## src/rtl/cipher_pkg.sv

```systemverilog
// Shared constants, state encoding and key conversion for the Vigenere stream cipher.
package cipher_pkg;

  localparam int unsigned ASCII_LC_A  = 97;
  localparam int unsigned ASCII_LC_Z  = 122;
  localparam int unsigned ASCII_SPACE = 32;
  localparam int unsigned ALPHA_N     = 26;

  typedef enum logic [1:0] {
    IDLE  = 2'd0,
    RUN   = 2'd1,
    DRAIN = 2'd2
  } state_e;

  // One output beat: result character plus end-of-message flag.
  typedef struct packed {
    logic [7:0] ch;
    logic       last;
  } char_beat_t;

  // Key byte to shift amount; anything outside 'a'..'z' shifts by zero.
  function automatic logic [4:0] key_shift(input logic [7:0] b);
    if (b >= 8'(ASCII_LC_A) && b <= 8'(ASCII_LC_Z)) begin
      return 5'(b - 8'(ASCII_LC_A));
    end
    return 5'd0;
  endfunction

endpackage

```

## src/rtl/vigenere_stream_cipher_if.sv

```systemverilog
// Byte-stream handshake bundle: input channel into the engine, output channel to the sink.
interface vigenere_stream_cipher_if;

  logic [7:0] in_char;
  logic       in_valid;
  logic       in_last;
  logic       in_ready;
  logic [7:0] out_char;
  logic       out_valid;
  logic       out_last;
  logic       out_ready;

  // Source/sink side (drives input stream, consumes output stream).
  modport master (
    output in_char, in_valid, in_last, out_ready,
    input  in_ready, out_char, out_valid, out_last
  );

  // Engine side.
  modport slave (
    input  in_char, in_valid, in_last, out_ready,
    output in_ready, out_char, out_valid, out_last
  );

endinterface

```

## src/rtl/mod26_shift.sv

```systemverilog
// Modulo-26 letter shift: encrypt adds the key shift, decrypt subtracts it.
module mod26_shift
  import cipher_pkg::*;
(
  input  logic [4:0] p_i,
  input  logic [4:0] k_i,
  input  logic       decrypt_i,
  output logic [4:0] result_o
);

  logic [5:0] sum_raw;
  logic [5:0] sum;
  logic [5:0] diff;

  // Both directions computed in 6 bits; inputs are 0..25 so results stay 0..25.
  always_comb begin
    sum_raw = {1'b0, p_i} + {1'b0, k_i};
    sum     = sum_raw;
    if (sum_raw >= 6'(ALPHA_N)) begin
      sum = sum_raw - 6'(ALPHA_N);
    end
    if (p_i >= k_i) begin
      diff = {1'b0, p_i} - {1'b0, k_i};
    end else begin
      diff = {1'b0, p_i} + 6'(ALPHA_N) - {1'b0, k_i};
    end
    result_o = decrypt_i ? 5'(diff) : 5'(sum);
  end

endmodule

```

## src/rtl/vigenere_stream_cipher.sv

```systemverilog
// Streaming Vigenere encrypt/decrypt engine for lowercase ASCII with a single registered output stage.
module vigenere_stream_cipher
  import cipher_pkg::*;
#(
  parameter int unsigned KEY_MAX_LEN = 6,
  parameter int unsigned KL_W        = 3,
  parameter int unsigned CNT_W       = 16
) (
  input  logic                     clk,
  input  logic                     reset,
  input  logic                     start,
  input  logic                     decrypt,
  input  logic [8*KEY_MAX_LEN-1:0] key,
  input  logic [KL_W-1:0]          key_len,
  vigenere_stream_cipher_if.slave  bus,
  output logic                     busy,
  output logic                     done,
  output logic [CNT_W-1:0]         char_count
);

  state_e          state_q;
  state_e          state_d;
  logic [4:0]      shift_q [KEY_MAX_LEN];
  logic [KL_W-1:0] len_q;
  logic [KL_W-1:0] kidx_q;
  logic            dec_q;
  char_beat_t      out_q;
  logic            out_valid_q;
  logic            done_q;
  logic [CNT_W-1:0] cnt_q;

  logic [KL_W-1:0] len_eff;
  logic [KL_W-1:0] kidx_nxt;
  logic            xfer;
  logic            out_acc;
  logic            is_lc;
  logic [4:0]      p;
  logic [4:0]      k;
  logic [4:0]      r;

  assign xfer    = bus.in_valid && bus.in_ready;
  assign out_acc = out_valid_q && bus.out_ready;
  assign is_lc   = (bus.in_char >= 8'(ASCII_LC_A)) && (bus.in_char <= 8'(ASCII_LC_Z));
  assign p       = 5'(bus.in_char - 8'(ASCII_LC_A));
  assign k       = shift_q[kidx_q];

  mod26_shift u_shift (
    .p_i       (p),
    .k_i       (k),
    .decrypt_i (dec_q),
    .result_o  (r)
  );

  // Effective key length: zero behaves as one, oversize clamps to the key bus width.
  always_comb begin
    len_eff = key_len;
    if (key_len == '0) begin
      len_eff = KL_W'(1);
    end else if (key_len > KL_W'(KEY_MAX_LEN)) begin
      len_eff = KL_W'(KEY_MAX_LEN);
    end
  end

  // Key index wraps at the latched length.
  always_comb begin
    kidx_nxt = kidx_q + KL_W'(1);
    if (kidx_q == len_q - KL_W'(1)) begin
      kidx_nxt = '0;
    end
  end

  // FSM state register.
  always_ff @(posedge clk) begin
    if (reset) begin
      state_q <= IDLE;
    end else begin
      state_q <= state_d;
    end
  end

  // FSM next state; start restarts the message from any state.
  always_comb begin
    state_d = state_q;
    unique case (state_q)
      IDLE:    if (start) state_d = RUN;
      RUN:     if (start) state_d = RUN;
               else if (xfer && bus.in_last) state_d = DRAIN;
      DRAIN:   if (start) state_d = RUN;
               else if (out_acc) state_d = IDLE;
      default: state_d = IDLE;
    endcase
  end

  // FSM outputs: accept input only in RUN when the output stage can take it.
  always_comb begin
    bus.in_ready = 1'b0;
    busy         = (state_q != IDLE);
    if (state_q == RUN) begin
      bus.in_ready = !out_valid_q || bus.out_ready;
    end
  end

  // Configuration latch on start.
  always_ff @(posedge clk) begin
    if (reset) begin
      for (int unsigned i = 0; i < KEY_MAX_LEN; i++) begin
        shift_q[i] <= '0;
      end
      len_q <= KL_W'(1);
      dec_q <= 1'b0;
    end else if (start) begin
      for (int unsigned i = 0; i < KEY_MAX_LEN; i++) begin
        shift_q[i] <= key_shift(key[8*i +: 8]);
      end
      len_q <= len_eff;
      dec_q <= decrypt;
    end
  end

  // Output stage, key index and letter counter; start drops any pending byte.
  always_ff @(posedge clk) begin
    if (reset) begin
      out_q.ch    <= 8'(ASCII_SPACE);
      out_q.last  <= 1'b0;
      out_valid_q <= 1'b0;
      done_q      <= 1'b0;
      cnt_q       <= '0;
      kidx_q      <= '0;
    end else if (start) begin
      out_valid_q <= 1'b0;
      done_q      <= 1'b0;
      cnt_q       <= '0;
      kidx_q      <= '0;
    end else begin
      done_q <= (state_q == DRAIN) && out_acc;
      if (xfer) begin
        out_valid_q <= 1'b1;
        out_q.last  <= bus.in_last;
        if (is_lc) begin
          out_q.ch <= 8'(r) + 8'(ASCII_LC_A);
          kidx_q   <= kidx_nxt;
          cnt_q    <= cnt_q + CNT_W'(1);
        end else begin
          out_q.ch <= 8'(ASCII_SPACE);
        end
      end else if (out_acc) begin
        out_valid_q <= 1'b0;
      end
    end
  end

  assign bus.out_char  = out_q.ch;
  assign bus.out_last  = out_q.last;
  assign bus.out_valid = out_valid_q;
  assign done          = done_q;
  assign char_count    = cnt_q;

endmodule

```

## src/flat_wrapper.sv

```systemverilog
// flat-port wrapper written by rule: the top's interface ports become plain ports
module vigenere_stream_cipher_flat import cipher_pkg::*;
#(
  parameter int unsigned KEY_MAX_LEN = 6,
  parameter int unsigned KL_W        = 3,
  parameter int unsigned CNT_W       = 16
)
  (clk, reset, start, decrypt, key, key_len, busy, done, char_count, bus_in_char, bus_in_valid, bus_in_last, bus_out_ready, bus_in_ready, bus_out_char, bus_out_valid, bus_out_last);
  vigenere_stream_cipher_if bus_i ();
  input  logic clk;
  input  logic reset;
  input  logic start;
  input  logic decrypt;
  input  logic [8*KEY_MAX_LEN-1:0] key;
  input  logic [KL_W-1:0] key_len;
  output logic busy;
  output logic done;
  output logic [CNT_W-1:0] char_count;
  input wire logic [$bits(bus_i.in_char)-1:0] bus_in_char;
  input wire logic [$bits(bus_i.in_valid)-1:0] bus_in_valid;
  input wire logic [$bits(bus_i.in_last)-1:0] bus_in_last;
  input wire logic [$bits(bus_i.out_ready)-1:0] bus_out_ready;
  output wire logic [$bits(bus_i.in_ready)-1:0] bus_in_ready;
  output wire logic [$bits(bus_i.out_char)-1:0] bus_out_char;
  output wire logic [$bits(bus_i.out_valid)-1:0] bus_out_valid;
  output wire logic [$bits(bus_i.out_last)-1:0] bus_out_last;
  assign bus_i.in_char = bus_in_char;
  assign bus_i.in_valid = bus_in_valid;
  assign bus_i.in_last = bus_in_last;
  assign bus_i.out_ready = bus_out_ready;
  assign bus_in_ready = bus_i.in_ready;
  assign bus_out_char = bus_i.out_char;
  assign bus_out_valid = bus_i.out_valid;
  assign bus_out_last = bus_i.out_last;
  vigenere_stream_cipher #(.KEY_MAX_LEN(KEY_MAX_LEN), .KL_W(KL_W), .CNT_W(CNT_W)) u_core (.clk(clk), .reset(reset), .start(start), .decrypt(decrypt), .key(key), .key_len(key_len), .bus(bus_i), .busy(busy), .done(done), .char_count(char_count));
endmodule
```

## config.mk

```make
export PLATFORM = sky130hd
export DESIGN_NAME = vigenere_stream_cipher_flat
export DESIGN_NICKNAME = d
export VERILOG_FILES = /design/src/rtl/cipher_pkg.sv /design/src/rtl/vigenere_stream_cipher_if.sv /design/src/rtl/mod26_shift.sv /design/src/rtl/vigenere_stream_cipher.sv /design/src/flat_wrapper.sv
export SDC_FILE = /design/constraint.sdc
export NUM_CORES = 1
export LEC_CHECK = 0
export CORE_UTILIZATION = 29
export DETAILED_ROUTE_END_ITERATION = 10
export GPL_TIMING_DRIVEN = 0
export HOLD_SLACK_MARGIN = 0.02
export SLEW_MARGIN = 25
export SYNTH_ARGS = -nofsm -noshare
export SYNTH_HDL_FRONTEND = slang
export SYNTH_HIERARCHICAL = 1
export SYNTH_SLANG_ARGS = --single-unit
export TNS_END_PERCENT = 30
```

## constraint.sdc

```tcl
create_clock -name clk -period 11.9 [get_ports clk]
set_clock_uncertainty 0.2 [all_clocks]
set_input_delay 2.38 -clock clk [delete_from_list [all_inputs] [get_ports clk]]
set_output_delay 2.38 -clock clk [all_outputs]
set_load 0.02 [all_outputs]
```

==> results.yml, run 1 <==
yosys:
  synth_flop_cell: "dfxtp_1"
  syn_avg_cell_area_um2: 9.42
  synth_top_family_by_area: "simple AND/OR/NAND/NOR gates"
  ys_seq_area_frac: 0.367
  syn-num-nets: 597
  synth_top_area_cell: "edfxtp_1"
  synth-simple-area-share: 0.199
  synth_top_area_share: 0.196
  netlist_area_um2: 4590
  yosys-top-cells-area: "edfxtp_1 (20%), dfxtp_1 (17%), ha_1 (11%)"
  synth_edf_count: 30
  async_flop_share: 0
  synthCells: 487
  synth-adder-area-share: 0.127
  synth-compound-area-share: 0.127
  synth_xor_area_frac: 0.0764
  synthMuxAreaShare: 0.0578
  synth_seq_cells: 69
  yosys_warnings: 6
  synth.distinct_cells: 63
power:
  powerDensity_nw_per_um2: 108
  power_frac_comb: 0.221
  p_switching_w: 0.000180
  vdd_drop_max_mv: 0.0709
  sequentialPowerShare: 0.392
  swShare: 0.274
  p_int_w: 0.000479
  pwr-share-clk: 0.388
  p_total_w: 0.000659
  p_leak_nw: 2.28
routing:
  wl_per_cell_um: 13.5
  num_vias: 3853
  remaining_drc_errors: 0
  drt_pass1_iterations: 4
  wl_um: 10900
  vias_per_cell: 4.77
  drt_iter0_drc: 169
  ant_nets: 0
sta:
  drv_slew: 0
  finalCritPeriodShare: 0.544
  clock.fmax_ghz: 0.155
  hold_viol: 0
  period_minus_slack_ns: 6.47
  worst_pin_slew_ns: 0.797
  finalSetupTns_ns: 0
  relSlewSlack: 0.467
  setup-violations-final: 0
  rsz0062_at_grt: "no"
  finalWorstSetupSlack_ns: 5.43
clocking:
  cts_setup_buffers: 0
  cts.htree.levels: 3
  clockBufferDepth: 2
  cts_buffers: 9
  cts-root-buf: "clkbuf_16"
  insertion_delay_ns: 0.33
  ctsResizeCount: 0
  clk_pin_slew_ns: 0.06
  cts_hold_buf: 0
  numClockSinks: 69
  cts_tree: "done"
cells_and_area:
  drive_gt1_frac: 0.0688
  n_fill_cell: 1536
  diodes: 0
  layout.nets: 701
  area.growth.synth_to_final_pct: 32.6
floorplan:
  die_h_um: 128
  start_util: 0.300
  die_x_um: 128
  io_pins: 95
  die_area_um2: 16300
  core_um2: 15300
  num_rows: 45
placement:
  dp_hpwl_um: 8550
  place_congestion: 0.786
  portBuffers: 92
  dpl_worst_slack_ns: 5.34
critical_path:
  start_kind: "primary input"
  reg2reg_slack_ns: 7.15
  cp.arrival_ns: 3.89
  cp-end-kind: "primary output"
  cp-startpoint: "bus_out_ready"
  crit_fanout: 5
  r2r.worst_path.cells: 15
  crit_required_ns: 9.32
  path_class: "primary input to primary output"
  r2r_end: "u_core/bus.out_char[5]"
grt:
  antenna_found_initial: 0
  grt_first_pass_wirelength_um: 18100
  grt_pass1_vias: 3822
  grt_max_degree: 31
  grt_overflow: 0
  grtUsageTotal: 0.140
run_status:
  status: "completed"
hold_path:
  worstHoldPathCells: 2
  whs_endpoint: "u_core/bus.out_char[0]"
  min_path_type: "register to register"
  hp-start: "u_core/bus.out_char[0]"
run:
  maxCapViolCount: 0
## through the flow
step / hold WS [ns] / utilization / std cells / instance area (um2)
floorplan: 0.245 / - / 487 / 4590
global placement: 0.252 / 0.377 / 790 / 5770
detailed placement: 0.260 / 0.378 / 791 / 5790
CTS: 0.271 / 0.397 / 807 / 6080
global route: 0.295 / 0.397 / 807 / 6080
finish: 0.263 / 0.397 / 807 / 6080
## worst max path at each step
stage	endpoint	slack, ns	depth (start not counted)
finish	bus_in_ready	5.43	4
global route	bus_in_ready	5.37	4
CTS	bus_in_ready	5.43	4
detailed placement	u_core/bus.out_char[5]	5.34	14
global placement	u_core/bus.out_char[5]	5.43	14
floorplan	u_core/bus.out_char[5]	6.34	13
## area by class of cell
cell class	instances	area (um2)	area share
Clock inverter	5	32.5	0.00535
Sequential cell	69	1680	0.276
Timing Repair Buffer	93	941	0.155
Multi-Input combinational cell	365	2690	0.443
Inverter	41	156	0.0257
Clock buffer	11	255	0.0420
Buffer	12	58.8	0.00967
Tap cell	211	264	0.0434
## placed cells by master (no fill, tap or decap), types with 20 or more instances in the layout
cell type	synthesis	final
a21oi_1	29	29
clkdlybuf4s50_1	0	92
dfxtp_1	39	39
edfxtp_1	30	30
ha_1	40	40
inv_1	39	39
nand2_1	22	22
nand3_1	20	20
nor2_1	64	64
xnor2_1	26	26
## worst max-delay path, cell delays in order
cell	delay, ns
clkdlybuf4s50_1	0.52
nand2b_1	0.21
and2_1	0.17
clkdlybuf4s50_1	0.61
## per-layer routing
layer / vias up / share of wire / GRT usage
met5: - / 0 / 0
met4: 0 / 0.011 / 0.0436
met3: 6 / 0.029 / 0.0238
met2: 67 / 0.50 / 0.248
met1: 1830 / 0.46 / 0.172
li1: 1950 / - / -
## power by group through the flow
| stage | clock, W | combinational (W) | sequential, W |
|---|---|---|---|
| after floorplan | 0 | 0.0000952 | 0.000262 |
| after global placement | 0 | 0.000142 | 0.000263 |
| after detailed placement | 0 | 0.000146 | 0.000263 |
| after CTS | 0.000263 | 0.000147 | 0.000258 |
| after global routing | 0.000272 | 0.000162 | 0.000259 |
| final | 0.000255 | 0.000145 | 0.000258 |
## sequential cells by signal (all words and copies together) (netlist names), named ones only
name                  count
u_core/state_q            2
u_core/done               1
u_core/dec_q              1
u_core/bus.out_last       1
u_core/kidx_q             3
u_core/bus.out_valid      1
u_core/bus.out_char       8
u_core/shift_q           30
u_core/char_count        16
u_core/len_q              3
## cell usage after synthesis (all sizes together), types with 3 or more instances
cell and instances:
fa 4, ha 40, clkbuf 9, a22oi 5
inv 41, and3 3, nor2 64, xnor2 26
nand4 6, nor4 5, nand2b 6, nand3 20
nand2 22, nor3 11, or3 8, o31ai 19
mux2i 13, dfxtp 39, or4 11, o21ai 7
o41ai 3, mux4 5, nor2b 8, a21oi 29
edfxtp 30, xor2 14, o211ai 7, buf 3
## cells by family (layout without fill, tap and decap cells)
family                     count (synthesis)  in the layout
DFF                                       69             69
and+or+nand+nor                          176            176
xor gates and xnor gates                  40             40
buffers and inverters                     53            162
muxes                                     20             20
AOI/OAI and AO/OA                         85             85
adders and majority gates                 44             44
Note: power is estimated with default switching activity, not from simulation.
==> inputs of run 2 (changes only) <==
==> constraint.sdc (replaced) <==
create_clock -name clk -period 5.8 [get_ports clk]
set_clock_uncertainty 0.2 [all_clocks]
set_input_delay 1.16 -clock clk [delete_from_list [all_inputs] [get_ports clk]]
set_output_delay 1.16 -clock clk [all_outputs]
set_load 0.02 [all_outputs]
==> results of run 2 <==
The final DEF is identical to that of run 1. Status: completed.
Among the figures that moved: setup slack after placement 5.34 ns -> 0.460 ns; setup slack after layout 5.43 ns -> 0.855 ns; start point of the critical path bus_out_ready -> bus_in_char[2]; end point of the critical path bus_in_ready -> u_core/bus.out_char[5]; register-to-register setup slack 7.15 ns -> 1.05 ns; total power 0.000659 W -> 0.00135 W; worst IR drop on VDD 0.0709 mV -> 0.145 mV
==> inputs of run 3 (changes only) <==
--- a/config.mk
+++ b/config.mk
@@ -5,6 +5,7 @@
 export SDC_FILE = /design/constraint.sdc
 export NUM_CORES = 1
 export LEC_CHECK = 0
+export CORE_MARGIN = 2
 export CORE_UTILIZATION = 29
 export DETAILED_ROUTE_END_ITERATION = 10
 export GPL_TIMING_DRIVEN = 0
==> constraint.sdc (replaced) <==
create_clock -name clk -period 5.8 [get_ports clk]
set_clock_uncertainty 0.2 [all_clocks]
set_input_delay 1.16 -clock clk [delete_from_list [all_inputs] [get_ports clk]]
set_output_delay 1.16 -clock clk [all_outputs]
set_load 0.01 [all_outputs]
==> run 3 against run 2 <==
Compared with the run above: global-route usage is 0.79 points lower; cell area rose by 0.16%; critical path depth unchanged; first-iteration DRC count down 30%; clock power increased by 2%; worst setup slack got worse by 0.023 ns.
==> results.yml, run 3 (same netlist as run 1, synthesis figures left out) <==
run_status:
  status: "completed"
sta:
  relSlewSlack: 0.424
  period_minus_slack_ns: 4.97
  rsz0062_at_grt: "no"
  holdWs_ns: 0.260
  finalSetupTns_ns: 0
  hold_viol: 0
  clock.fmax_ghz: 0.201
  drv_slew: 0
  worst_pin_slew_ns: 0.863
  finalCritPeriodShare: 0.857
  setup-violations-final: 0
floorplan:
  die_x_um: 130
  io_pins: 95
  die_area_um2: 16800
  start_util: 0.300
  num_rows: 45
  die_h_um: 130
  core_um2: 15300
cells_and_area:
  diodes: 0
  seq_area_um2: 1680
  most-common-layout-cells: "clkdlybuf4s50_1 (92), nor2_1 (64), ha_1 (40), inv_1 (39), dfxtp_1 (39)"
  layoutNonFillerInstCount: 807
  multiInputGateArea_um2: 2690
  largest_register: "u_core/shift_q"
  drive_gt1_frac: 0.0671
  mostFrequentLayoutCell: "clkdlybuf4s50_1"
  n_fill_cell: 1519
  area.growth.synth_to_final_pct: 32.8
  final_util: 0.398
  largest_reg_flops: 30
  layout.nets: 701
critical_path:
  cp.arrival_ns: 4.99
  r2r_end: "u_core/bus.out_char[5]"
  cp-end-kind: "register"
  crit_fanout: 6
  crit_required_ns: 5.82
  reg2reg_slack_ns: 1.02
  path_class: "primary input to register"
  start_kind: "primary input"
  r2r.worst_path.cells: 15
power:
  powerDensity_nw_per_um2: 223
  vdd_drop_max_mv: 0.127
  p_leak_nw: 2.29
  p_total_w: 0.00136
clocking:
  cts_buffers: 9
  cts-root-buf: "clkbuf_16"
  ctsResizeCount: 0
  numClockSinks: 69
  clk_pin_slew_ns: 0.06
  insertion_delay_ns: 0.33
  cts_hold_buf: 0
  cts.htree.levels: 3
  cts_tree: "done"
  clockBufferDepth: 2
  cts_setup_buffers: 0
grt:
  grt_pass1_vias: 3787
  grt_first_pass_wirelength_um: 17800
  grt_overflow: 0
  grt_max_degree: 31
  antenna_found_initial: 0
  grtUsageTotal: 0.132
placement:
  place_congestion: 0.834
  dp_hpwl_um: 8610
  portBuffers: 92
  dp.cells: 791
routing:
  ant_nets: 0
  num_vias: 3832
  vias_per_cell: 4.75
  wl_per_cell_um: 13.4
  drt_iter0_drc: 118
  remaining_drc_errors: 0
  wl_um: 10800
  drt_pass1_iterations: 4
hold_path:
  worstHoldPathCells: 2
  hp-start: "u_core/bus.out_valid"
  min_path_type: "register to register"
  whs_endpoint: "u_core/done"
run:
  maxCapViolCount: 0
[run 3: how the worst max path moves through the flow]
| stage | start | to | slack [ns] | cells after the start |
|---|---|---|---|---|
| floorplan | bus_in_char[1] | u_core/bus.out_char[5] | 1.46 | 13 |
| global placement | bus_in_char[1] | u_core/bus.out_char[5] | 0.59 | 14 |
| detailed placement | bus_in_char[1] | u_core/bus.out_char[5] | 0.49 | 14 |
| CTS | bus_in_char[1] | u_core/bus.out_char[5] | 0.83 | 14 |
| global route | bus_in_char[1] | u_core/bus.out_char[5] | 0.55 | 14 |
| finish | bus_in_char[1] | u_core/bus.out_char[5] | 0.83 | 14 |
[run 3: stage by stage]
step | setup slack [ns] | area, um2
final | 0.832 | 6090
after global routing | 0.548 | 6090
after CTS | 0.833 | 6090
after detailed placement | 0.487 | 5790
after global placement | 0.588 | 5770
after floorplan | 1.46 | 4590
[run 3: cell type report]
| class | count | area share |
|---|---|---|
| multi-input combinational | 365 | 0.442 |
| sequential | 69 | 0.276 |
| timing repair buffer | 93 | 0.154 |
| clock buffer | 13 | 0.0462 |
| tap | 211 | 0.0433 |
| inverter | 41 | 0.0257 |
| buffer | 12 | 0.00965 |
| clock inverter | 3 | 0.00267 |
[run 3: report_power, final]
part	internal, W	leakage, nW	total, W	switching, W
Sequential	0.000522	0.642	0.000529	0.00000687
Clock	0.000337	0.151	0.000533	0.000196
Combinational	0.000143	1.50	0.000298	0.000154
[run 3: critical path, stage by stage]
cell	delay, ns
clkdlybuf4s50_1	0.48
nor3_1	0.25
xor2_1	0.38
inv_1	0.09
ha_1	0.43
inv_2	0.13
a22o_1	0.28
nor4_4	0.35
a21o_2	0.22
mux2_1	0.32
o21ai_1	0.29
and3_1	0.25
nand4_1	0.15
a21o_1	0.22
[run 3: routing by layer]
| metal | wire, um | vias up | GRT usage | share of wire |
|---|---|---|---|---|
| met5 | 0 | - | 0 | 0 |
| met1 | 4880 | 1792 | 0.163 | 0.45 |
| li1 | - | 1961 | - | - |
| met2 | 5410 | 72 | 0.233 | 0.50 |
| met4 | 113 | 0 | 0.0411 | 0.010 |
| met3 | 379 | 7 | 0.0254 | 0.035 |
